## src/rtl/regfile_dump_ctrl.sv

```systemverilog
// Streams a snapshot of every debug register, MSB byte first, over a valid/ready byte link.
// Per register: one LATCH cycle plus NBITS/8 SEND cycles when i_tx_ready stays high.
module regfile_dump_ctrl #(
  parameter int REGS  = 5,
  parameter int NBITS = 32,
  parameter int TAM   = 32
) (
  input  logic             i_clk,
  input  logic             i_reset,
  input  logic             i_start,
  output logic [REGS-1:0]  o_dbg_addr,
  input  logic [NBITS-1:0] i_dbg_data,
  output logic [7:0]       o_tx_data,
  output logic             o_tx_valid,
  input  logic             i_tx_ready,
  output logic             o_busy,
  output logic             o_done
);

  localparam int NB = NBITS / 8;
  localparam int CW = (NB > 1) ? $clog2(NB) : 1;

  typedef enum logic [1:0] {IDLE, LATCH, SEND, DONE} state_t;

  state_t           state;
  state_t           state_nxt;
  logic [CW-1:0]    cnt;
  logic [NBITS-1:0] snap;
  logic [NBITS-1:0] snap_shifted;
  logic             xfer;
  logic             last_byte;
  logic             last_reg;

  assign xfer      = (state == SEND) && i_tx_ready;
  assign last_byte = (cnt == CW'(NB - 1));
  assign last_reg  = (o_dbg_addr == REGS'(TAM - 1));

  always_ff @(posedge i_clk) begin
    if (i_reset) begin
      state <= IDLE;
    end else begin
      state <= state_nxt;
    end
  end

  always_comb begin
    state_nxt = state;
    case (state)
      IDLE:    if (i_start) state_nxt = LATCH;
      LATCH:   state_nxt = SEND;
      SEND:    if (xfer && last_byte) state_nxt = last_reg ? DONE : LATCH;
      DONE:    state_nxt = IDLE;
      default: state_nxt = IDLE;
    endcase
  end

  // Address, byte counter and snapshot; the address is left untouched outside a dump.
  always_ff @(posedge i_clk) begin
    if (i_reset) begin
      o_dbg_addr <= '0;
      cnt        <= '0;
      snap       <= '0;
    end else begin
      case (state)
        IDLE: begin
          if (i_start) begin
            o_dbg_addr <= '0;
            cnt        <= '0;
          end
        end
        LATCH: snap <= i_dbg_data;
        SEND: begin
          if (xfer) begin
            if (!last_byte) begin
              cnt <= cnt + 1'b1;
            end else begin
              cnt <= '0;
              if (!last_reg) o_dbg_addr <= o_dbg_addr + 1'b1;
            end
          end
        end
        default: ;
      endcase
    end
  end

  // Shifting left by whole bytes brings byte (NB-1-cnt) to the top of the word.
  always_comb begin
    snap_shifted = snap << (8 * cnt);
    o_tx_data    = snap_shifted[NBITS-1 -: 8];
    o_tx_valid   = (state == SEND);
    o_busy       = (state == LATCH) || (state == SEND);
    o_done       = (state == DONE);
  end

endmodule

```

## config.mk

```make
export PLATFORM = sky130hd
export DESIGN_NAME = regfile_dump_ctrl
export DESIGN_NICKNAME = d
export VERILOG_FILES = /design/src/rtl/regfile_dump_ctrl.sv
export SDC_FILE = /design/constraint.sdc
export NUM_CORES = 1
export LEC_CHECK = 0
export ABC_AREA = 1
export ABC_CLOCK_PERIOD_IN_PS = 1800
export CAP_MARGIN = 20
export CORE_MARGIN = 2
export CORE_UTILIZATION = 45
export CTS_BUF_LIST = sky130_fd_sc_hd__clkbuf_16
export CTS_CLUSTER_DIAMETER = 60
export DETAILED_ROUTE_END_ITERATION = 7
export PLACE_DENSITY = 0.75
export SLEW_MARGIN = 20
export SYNTH_ARGS = -nofsm -noshare
export SYNTH_HDL_FRONTEND = slang
export SYNTH_SLANG_ARGS = --single-unit
export TNS_END_PERCENT = 10
```

## constraint.sdc

```tcl
create_clock -name i_clk -period 1.8 [get_ports i_clk]
set_input_delay 0.36 -clock i_clk [delete_from_list [all_inputs] [get_ports i_clk]]
set_output_delay 0.36 -clock i_clk [all_outputs]
set_load 0.01 [all_outputs]
```

==> results.toml, run 1 <==
[run_status]
status = "finished, final reports clean"

[sta]
final-max-slew-violation-count = 0
timing_hold_violations_final = 0
min_period_over_period = 0.962
post-route-min-period_ns = 1.73
finalClockSkew_ns = 0.00413
rsz0062_at_grt = "false"
worstMarginPinSlew_ns = 0.264
layout_setup_ws_ns = 0.0689
timing.final.setup_violations = 0
max_freq_mhz = 578
slew_limit_headroom = 0.824

[final_layout]
syn2layout_area_growth_pct = 39.1
layout-drive-gt1-share = 0.106
layout.cell_area.non_filler_mm2 = 0.00269
number_of_nets_at_the_end_of_the_flow = 363
num_antenna_cells = 0
final_core_util = 0.663
finish.cell_count_without_fillers = 370
n_fill_cell = 352

[critical_path]
worstRegToRegCells = 8
critPathKind = "register to output port"
critical_path.endpoint_type = "output port"
start_kind = "register"
reg2reg_setup_slack_ns = 0.27
worst_ep_arrival_time_ns = 1.37
worst-endpoint-required_ns = 1.44
critPathMaxFanout = 10
timing_startpoint_of_the_critical_path = "cnt[0]"
cp-endpoint = "o_tx_data[3]"
reg2reg_to = "o_dbg_addr[3]"
r2r_start = "o_dbg_addr[0]"

[synth]
number_of_synthesis_warnings = 0
yosys.cell_types.count = 23
ys_seq_elements = 41
syn_nets = 312
post_synth_xor_area_fraction = 0
synthesis.instances = 268
synthesis.area_per_instance_um2 = 7.22
muxShareOfSynthArea = 0
synth-compound-area-share = 0.188
ys_seq_area_frac = 0.424
synthAdderAreaFrac = 0.0517
main_combinational_cell_family_by_area_after_synthesis = "simple AND/OR/NAND/NOR gates"
syn_area_mm2 = 0.00193
synth_simple_gate_area_share = 0.266

[detailed_routing]
route.antenna.remaining_nets = 0
drt_pass1_iterations = 5
wl_cell_um = 12.9
routed_wl_um = 4790
post_drt_via_cell_ratio = 5.11
vias = 1892
detail_route.drc_violations = 0
drt_iter0_drc = 149

[pwr]
power-per-cell-area_mw_per_mm2 = 1680
worst_ir_drop_vdd_mv = 0.809
power_leakage_uw = 0.00124

[floorplanning]
std_cell_rows = 23
die_height_um = 69.6
floorplan.initialDensity = 0.477
chipWidth_um = 69.6
coreArea_mm2 = 0.00406
io_pins = 52
dieArea_mm2 = 0.00484

[placed_design]
placed_area_mm2 = 0.00251
gp_congestion = 0.794
dpl.hpwl_um = 3140
placement.setup.worst_slack_ns = 0.0234
io_buffer_count = 51
placed_cells_incl_taps = 362

[grt]
antenna_found_initial = 0
grt_remaining_overflow = 0
first_global_vias = 1811
grt_start_max_net_pins = 36
grt.total_usage = 0.197
grt_pass1_wl_um = 7760

[clock_network]
number_of_buffers_between_clock_root_and_the_deepest_sink = 2
clk_root_buffer_cell = "clkbuf_16"
cts_made_buffers = 5
clkSinkCount = 41
clkTransAtPathRegs_ns = 0.06
htreeDepth = 2
clock_insertion_delay_worst_skew_ns = 0.28
cts_tree = "yes"

[worst_hold_path]
timing.hold.worst.class = "register to register"
hold_path_stages = 2

[run]
maxCapViolCount = 0
[cells in the mapped netlist, drive strengths merged]
library cell | number | area share
nor2 | 90 | 0.18
o21ai | 52 | 0.13
dfxtp | 41 | 0.42
nand2 | 21 | 0.054
inv | 16 | 0.031
a21oi | 10 | 0.028
buf | 9 | 0.028
ha | 8 | 0.052
o22ai | 8 | 0.026
nand3 | 7 | 0.025
clkbuf | 5 | 0.010
nand4 | 1 | 0.0032
[critical path, stage by stage, from the launching register on]
cell and delay (ns):
dfxtp_2 0.37, buf_4 0.17, o21ai_0 0.08, o22ai_1 0.18, dlygate4sd2_1 0.29
[sequential cells by signal, summed over array words and instances (netlist names)]
name        flops
o_dbg_addr      5
state           2
snap           32
cnt             2
[per-stage QoR]
| step | TNS [ns] | hold WS, ns | power (uW) |
|---|---|---|---|
| 2_1_floorplan | 0 | 0.422 | 2750 |
| 5_1_grt | 0 | 0.515 | 4820 |
| 6_report | 0 | 0.497 | 4520 |
| 3_5_place_dp | 0 | 0.482 | 3550 |
| 4_1_cts | -1.11 | 0.501 | 4530 |
| 3_3_place_gp | 0 | 0.473 | 3520 |
[layout make-up]
type / count / area [um2] / share of cell area
timing repair buffer: 58 / 594 / 0.221
multi-input combinational: 197 / 980 / 0.364
tap: 50 / 62.6 / 0.0232
clock inverter: 3 / 41.3 / 0.0153
sequential: 41 / 826 / 0.307
inverter: 16 / 62.6 / 0.0232
clock buffer: 5 / 125 / 0.0465
[kinds of logic (layout without fill, tap and decap cells)]
family | after synthesis | after routing
AO/OA/AOI/OAI | 70 | 70
adder cells (fa/ha/maj) | 8 | 8
buffers and inverters | 30 | 82
flip-flops | 41 | 41
AND/OR/NAND/NOR | 119 | 119
[where the power goes]
| part | total (uW) | internal (uW) | switching (uW) |
|---|---|---|---|
| combinational | 2060 | 852 | 1210 |
| sequential | 1450 | 1240 | 208 |
| clock | 1010 | 649 | 363 |
| total | 4520 | 2740 | 1780 |
[layer usage]
metal  global-route usage  wire [um]  vias up
li1                     -          -      973
met1                0.230       2090      851
met2                0.340       2350       61
met3               0.0552        265        7
met4               0.0784         80        0
met5                    0          0        -
[worst min-delay path by stage]
stage,from,end,slack [ns]
after floorplan,i_reset,cnt[1],0.42
final,o_dbg_addr[4],o_dbg_addr[4],0.50
after detailed placement,snap[7],snap[7],0.48
after global routing,o_dbg_addr[4],o_dbg_addr[4],0.51
after global placement,o_dbg_addr[4],o_dbg_addr[4],0.47
after CTS,o_dbg_addr[4],o_dbg_addr[4],0.50
[layout by cell type (no fill, tap or decap), types with 2 or more instances in the layout]
cell type / n
nor2_1: 86
o21ai_0: 49
clkdlybuf4s50_1: 41
dfxtp_1: 37
nand2_1: 15
inv_1: 13
a21oi_1: 9
o22ai_1: 8
ha_1: 8
nand3_1: 6
dlymetal6s2s_1: 6
clkbuf_16: 5
buf_4: 5
nand2_2: 4
dfxtp_2: 4
o21ai_1: 3
dlygate4sd2_1: 3
inv_2: 2
nand2_4: 2
nor2_4: 2
nor2_2: 2
buf_12: 2
[timing repair]
item | in CTS | in global routing
gates resized for setup | 8 | 10
buffers inserted | 0 | 0
hold buffers | 0 | 0
endpoints found under the setup margin | 10 | 8
Power figures use the tool's default switching activity.
==> run 2, diff against run 1 <==
- PLACE_DENSITY: 0.75 -> 0.8
- SETUP_SLACK_MARGIN: not set -> 0.1
==> run 2 against run 1 <==
Against the previous run: fmax up 1.7%; total power is 4.7% lower; hold slack worse by 0.0029 ns; utilization down 1.0 points; non-clock buffer count up 1; global-route usage up 0.53 points; setup slack better by 0.028 ns; clock skew shrank 0.0025 ns; sequential share of layout area up 0.59 points; clock-buffer cell count stayed put; via count down 2.0%; cell area is 1.6% lower; largest cell class unchanged.
==> results.toml, run 2 (synthesized netlist as in run 1, its figures left out) <==
[run_status]
status = "finished, final reports clean"

[final_layout]
number_of_nets_at_the_end_of_the_flow = 364
n_fill_cell = 361
multi_input_area_um2 = 980
final-seq-area_um2 = 828
layout-drive-gt1-share = 0.112
layout.cell_area.non_filler_mm2 = 0.00265
largest_reg_flops = 32
largest_register = "snap"
layout_commonest_cell = "nor2_1"
mostFrequentLayoutCells = "86 x nor2_1, 47 x o21ai_0, 41 x clkdlybuf4s50_1"
top_regs = "snap (32), o_dbg_addr (5)"
num_antenna_cells = 0
syn2layout_area_growth_pct = 36.9

[clock_network]
htreeDepth = 2
clkSinkCount = 41
clock_insertion_delay_worst_skew_ns = 0.28
clkTransAtPathRegs_ns = 0.06
number_of_buffers_between_clock_root_and_the_deepest_sink = 2
cts_tree = "yes"
cts_made_buffers = 5
clk_root_buffer_cell = "clkbuf_16"
cts_setup_buffers = 0
ctsHoldBuffers = 0

[critical_path]
reg2reg_setup_slack_ns = 0.23
worst-endpoint-required_ns = 1.44
start_kind = "register"
reg2reg_to = "o_dbg_addr[3]"
worstRegToRegCells = 8
r2r_start = "o_dbg_addr[0]"
critPathKind = "register to output port"
critical_path.endpoint_type = "output port"
worst_ep_arrival_time_ns = 1.34
timing_startpoint_of_the_critical_path = "cnt[0]"
critPathMaxFanout = 8

[pwr]
power_leakage_uw = 0.00115
power-per-cell-area_mw_per_mm2 = 1630
worst_ir_drop_vdd_mv = 0.886

[placed_design]
dpl.hpwl_um = 3240
placed_area_mm2 = 0.00251
gp_congestion = 0.856
io_buffer_count = 51

[sta]
max_freq_mhz = 587
rsz0062_at_grt = "true"
worstMarginPinSlew_ns = 0.341
post-route-min-period_ns = 1.70
timing_hold_violations_final = 0
slew_limit_headroom = 0.772
final-max-slew-violation-count = 0
setup-tns-final_ns = 0
min_period_over_period = 0.946
timing.final.setup_violations = 0
finalClockSkew_ns = 0.00162

[detailed_routing]
detail_route.drc_violations = 0
route.met3.wl_um = 227
highest_layer = "met4"
drt_iter0_drc = 118
met2WireLength_um = 2180
routed_wl_um = 4580
drt_pass1_iterations = 4
post_drt_via_cell_ratio = 5.00
wl_cell_um = 12.3
drt-met1-wl_um = 2070
vias = 1854
route.antenna.remaining_nets = 0

[floorplanning]
std_cell_rows = 23
die_height_um = 69.6
chipWidth_um = 69.6
coreArea_mm2 = 0.00406
floorplan.initialDensity = 0.477
io_pins = 52
dieArea_mm2 = 0.00484

[grt]
grt.total_usage = 0.203
grt_pass1_wl_um = 7980
grt_remaining_overflow = 0
first_global_vias = 1785
grt_start_max_net_pins = 36
antenna_found_initial = 0

[run]
maxCapViolCount = 0

[worst_hold_path]
timing.hold.worst.class = "register to register"
min_from = "o_dbg_addr[4]"
worstHoldEndpoint = "o_dbg_addr[4]"
hold_path_stages = 2
## run 2: changes by cell type in the layout (fill, tap and decap cells not counted), sizes merged
cell,delta
dlymetal6s2s,-6
clkinv,+1
clkbuf,-1
buf,+2
dlygate4sd2,+1
bufinv,-1
clkdlybuf4s15,+5
## run 2: final cells by class
class,count,area share
multi-input combinational,197,0.370
inverter,16,0.0236
clock buffer,5,0.0472
sequential,41,0.313
tap,50,0.0236
timing repair buffer,59,0.216
clock inverter,3,0.00661
## run 2: timing repair
| item | in CTS | in global routing |
|---|---|---|
| endpoints found under the setup margin | 11 | 10 |
| pin swaps | 0 | 1 |
| gates resized for setup | 26 | 1 |
## run 2: worst max-delay path by stage
stage               slack, ns            end  cells past startpoint
floorplan                0.34  o_dbg_addr[3]                      8
CTS                      0.10   o_tx_data[6]                      4
global placement         0.04   o_tx_data[5]                      4
detailed placement       0.03   o_tx_data[5]                      4
finish                    0.1   o_tx_data[6]                      4
global route             0.05   o_tx_data[6]                      4
## run 2: stage by stage
step	setup WS [ns]	util	cells	hold WS (ns)	total power [uW]
final	0.0971	0.653	371	0.495	4310
after global routing	0.0491	0.653	371	0.516	4640
after CTS	0.102	0.654	371	0.495	4340
after detailed placement	0.0297	0.618	363	0.478	3520
after global placement	0.0444	0.618	363	0.474	3490
after floorplan	0.338	-	268	0.422	2750
## run 2: critical path: stages (launching register included)
cell             delay (ns)
dfxtp_4                0.38
buf_4                  0.15
o21ai_0                0.07
o22ai_1                0.19
clkdlybuf4s15_1        0.27
## run 2: report_power, final
part / internal (uW) / switching, uW
sequential: 1250 / 222
clock: 508 / 347
combinational: 815 / 1170
## run 2: layer usage
| metal | up-vias | global-route usage |
|---|---|---|
| met1 | 814 | 0.257 |
| met2 | 55 | 0.331 |
| met5 | - | 0 |
| met4 | 0 | 0.0719 |
| li1 | 972 | - |
| met3 | 13 | 0.0538 |
==> run 3, diff against run 2 <==
- CORE_ASPECT_RATIO: not set -> 1.5
==> run 3 against run 2 <==
Against the previous run: fmax shrank 2.9%; clock power grew 18%; clock skew grew 0.0048 ns; sequential power is essentially flat; total power grew 3.3%; hold slack lost 0.012 ns; register-to-register slack gained 0.03 ns; via count grew 5.4%; clock-buffer cell count is the same; largest cell class unchanged.
==> results.toml, run 3 (synthesized netlist as in run 1, its figures left out) <==
[placed_design]
dpl.hpwl_um = 3420
gp_congestion = 0.836
placed_area_mm2 = 0.00250
io_buffer_count = 51
placement.setup.worst_slack_ns = 0.0268

[final_layout]
multi_input_area_um2 = 983
layout.cell_area.non_filler_mm2 = 0.00267
largest_register = "snap"
top_regs = "snap (32), o_dbg_addr (5)"
number_of_nets_at_the_end_of_the_flow = 366
syn2layout_area_growth_pct = 38.1
largest_reg_flops = 32
num_antenna_cells = 0
mostFrequentLayoutCells = "86 x nor2_1, 49 x o21ai_0, 40 x clkdlybuf4s50_1"
layout-drive-gt1-share = 0.115
final-seq-area_um2 = 827
layout_commonest_cell = "nor2_1"
n_fill_cell = 359

[grt]
grt.total_usage = 0.213
first_global_vias = 1890
antenna_found_initial = 0
grt_pass1_wl_um = 8270
grt_remaining_overflow = 0
grt_start_max_net_pins = 33

[clock_network]
clkTransAtPathRegs_ns = 0.06
number_of_buffers_between_clock_root_and_the_deepest_sink = 2
clock_insertion_delay_worst_skew_ns = 0.28
cts_setup_buffers = 0
htreeDepth = 2
clk_root_buffer_cell = "clkbuf_16"
cts_made_buffers = 5
ctsHoldBuffers = 0
cts_tree = "yes"
clkSinkCount = 41

[sta]
timing.final.setup_violations = 0
min_period_over_period = 0.975
worstMarginPinSlew_ns = 0.260
rsz0062_at_grt = "true"
layout_setup_ws_ns = 0.0458
post-route-min-period_ns = 1.75
slew_limit_headroom = 0.826
setup-tns-final_ns = 0
hold-worst-slack_ns = 0.482
timing_hold_violations_final = 0
finalClockSkew_ns = 0.00639
max_freq_mhz = 570
final-max-slew-violation-count = 0

[critical_path]
reg2reg_setup_slack_ns = 0.26
r2r_start = "o_dbg_addr[0]"
critPathMaxFanout = 17
timing_startpoint_of_the_critical_path = "cnt[0]"
critPathKind = "register to output port"
worst-endpoint-required_ns = 1.44
start_kind = "register"
critical_path.endpoint_type = "output port"
reg2reg_to = "o_dbg_addr[1]"
worstRegToRegCells = 9
worst_ep_arrival_time_ns = 1.39
cp-endpoint = "o_tx_data[2]"

[worst_hold_path]
timing.hold.worst.class = "register to register"

[floorplanning]
std_cell_rows = 29
chipWidth_um = 57.5
coreArea_mm2 = 0.00417
dieArea_mm2 = 0.00485
floorplan.initialDensity = 0.464
io_pins = 52
die_height_um = 84.3

[detailed_routing]
detail_route.drc_violations = 0
route.antenna.remaining_nets = 0
wl_cell_um = 13.0
drt_iter0_drc = 71
routed_wl_um = 4790
drt_pass1_iterations = 4
vias = 1954
post_drt_via_cell_ratio = 5.30

[run_status]
status = "finished, final reports clean"

[pwr]
power-per-cell-area_mw_per_mm2 = 1670
power_leakage_uw = 0.00122
worst_ir_drop_vdd_mv = 1.12
design_power_total_uw = 4450

[run]
maxCapViolCount = 0
==> run 3: cell count changes in the layout (fill, tap and decap cells not counted), moves of 2 or more <==
cell,change
clkinv_2,-2
dlymetal6s2s_1,+2
o21ai_0,+2
o21ai_1,-3
clkdlybuf4s15_1,-5
buf_4,+3
dlygate4sd2_1,+4
==> run 3: worst min-delay path by stage <==
| stage | from | endpoint | slack [ns] | cells after the start |
|---|---|---|---|---|
| floorplan | i_reset | cnt[1] | 0.42 | 1 |
| global placement | o_dbg_addr[4] | o_dbg_addr[4] | 0.47 | 2 |
| finish | o_dbg_addr[4] | o_dbg_addr[4] | 0.48 | 2 |
| global route | o_dbg_addr[4] | o_dbg_addr[4] | 0.51 | 2 |
| CTS | o_dbg_addr[4] | o_dbg_addr[4] | 0.49 | 2 |
| detailed placement | o_dbg_addr[4] | o_dbg_addr[4] | 0.48 | 2 |
==> run 3: layer usage <==
layer,up-vias,routed length (um),track usage
met4,0,195,0.0930
met2,79,2500,0.377
li1,981,-,-
met3,19,233,0.0416
met5,-,0,0
met1,875,1860,0.239
==> run 3: power breakdown <==
part / total, uW / leakage [uW] / switching (uW) / internal, uW
Sequential: 1440 / 0.000338 / 199 / 1240
Clock: 1010 / 0.0000852 / 355 / 651
Combinational: 2000 / 0.000792 / 1200 / 806
Total: 4450 / 0.00122 / 1750 / 2700
==> run 3: critical path, stage by stage, from the launching register on <==
cell and delay, ns:
dfxtp_2 0.33, inv_2 0.21, o21ai_0 0.14, o22ai_1 0.13, dlygate4sd2_1 0.29
==> run 3: through the flow <==
step	utilization	cells
after floorplan	-	268
after global placement	0.600	361
after detailed placement	0.600	361
after CTS	0.638	369
after global routing	0.640	369
final	0.640	369
==> run 3: area by class of cell <==
type	count	area share
clock buffers	5	0.0468
clock inverters	3	0.0159
inverters	16	0.0225
multi-input cells	197	0.368
flip-flops and latches	41	0.310
well taps	46	0.0215
repair buffers	61	0.215
==> run 3: timing repair <==
item	CTS	global route
setup endpoints to repair	11	12
resized for setup	12	7
cloned	0	0
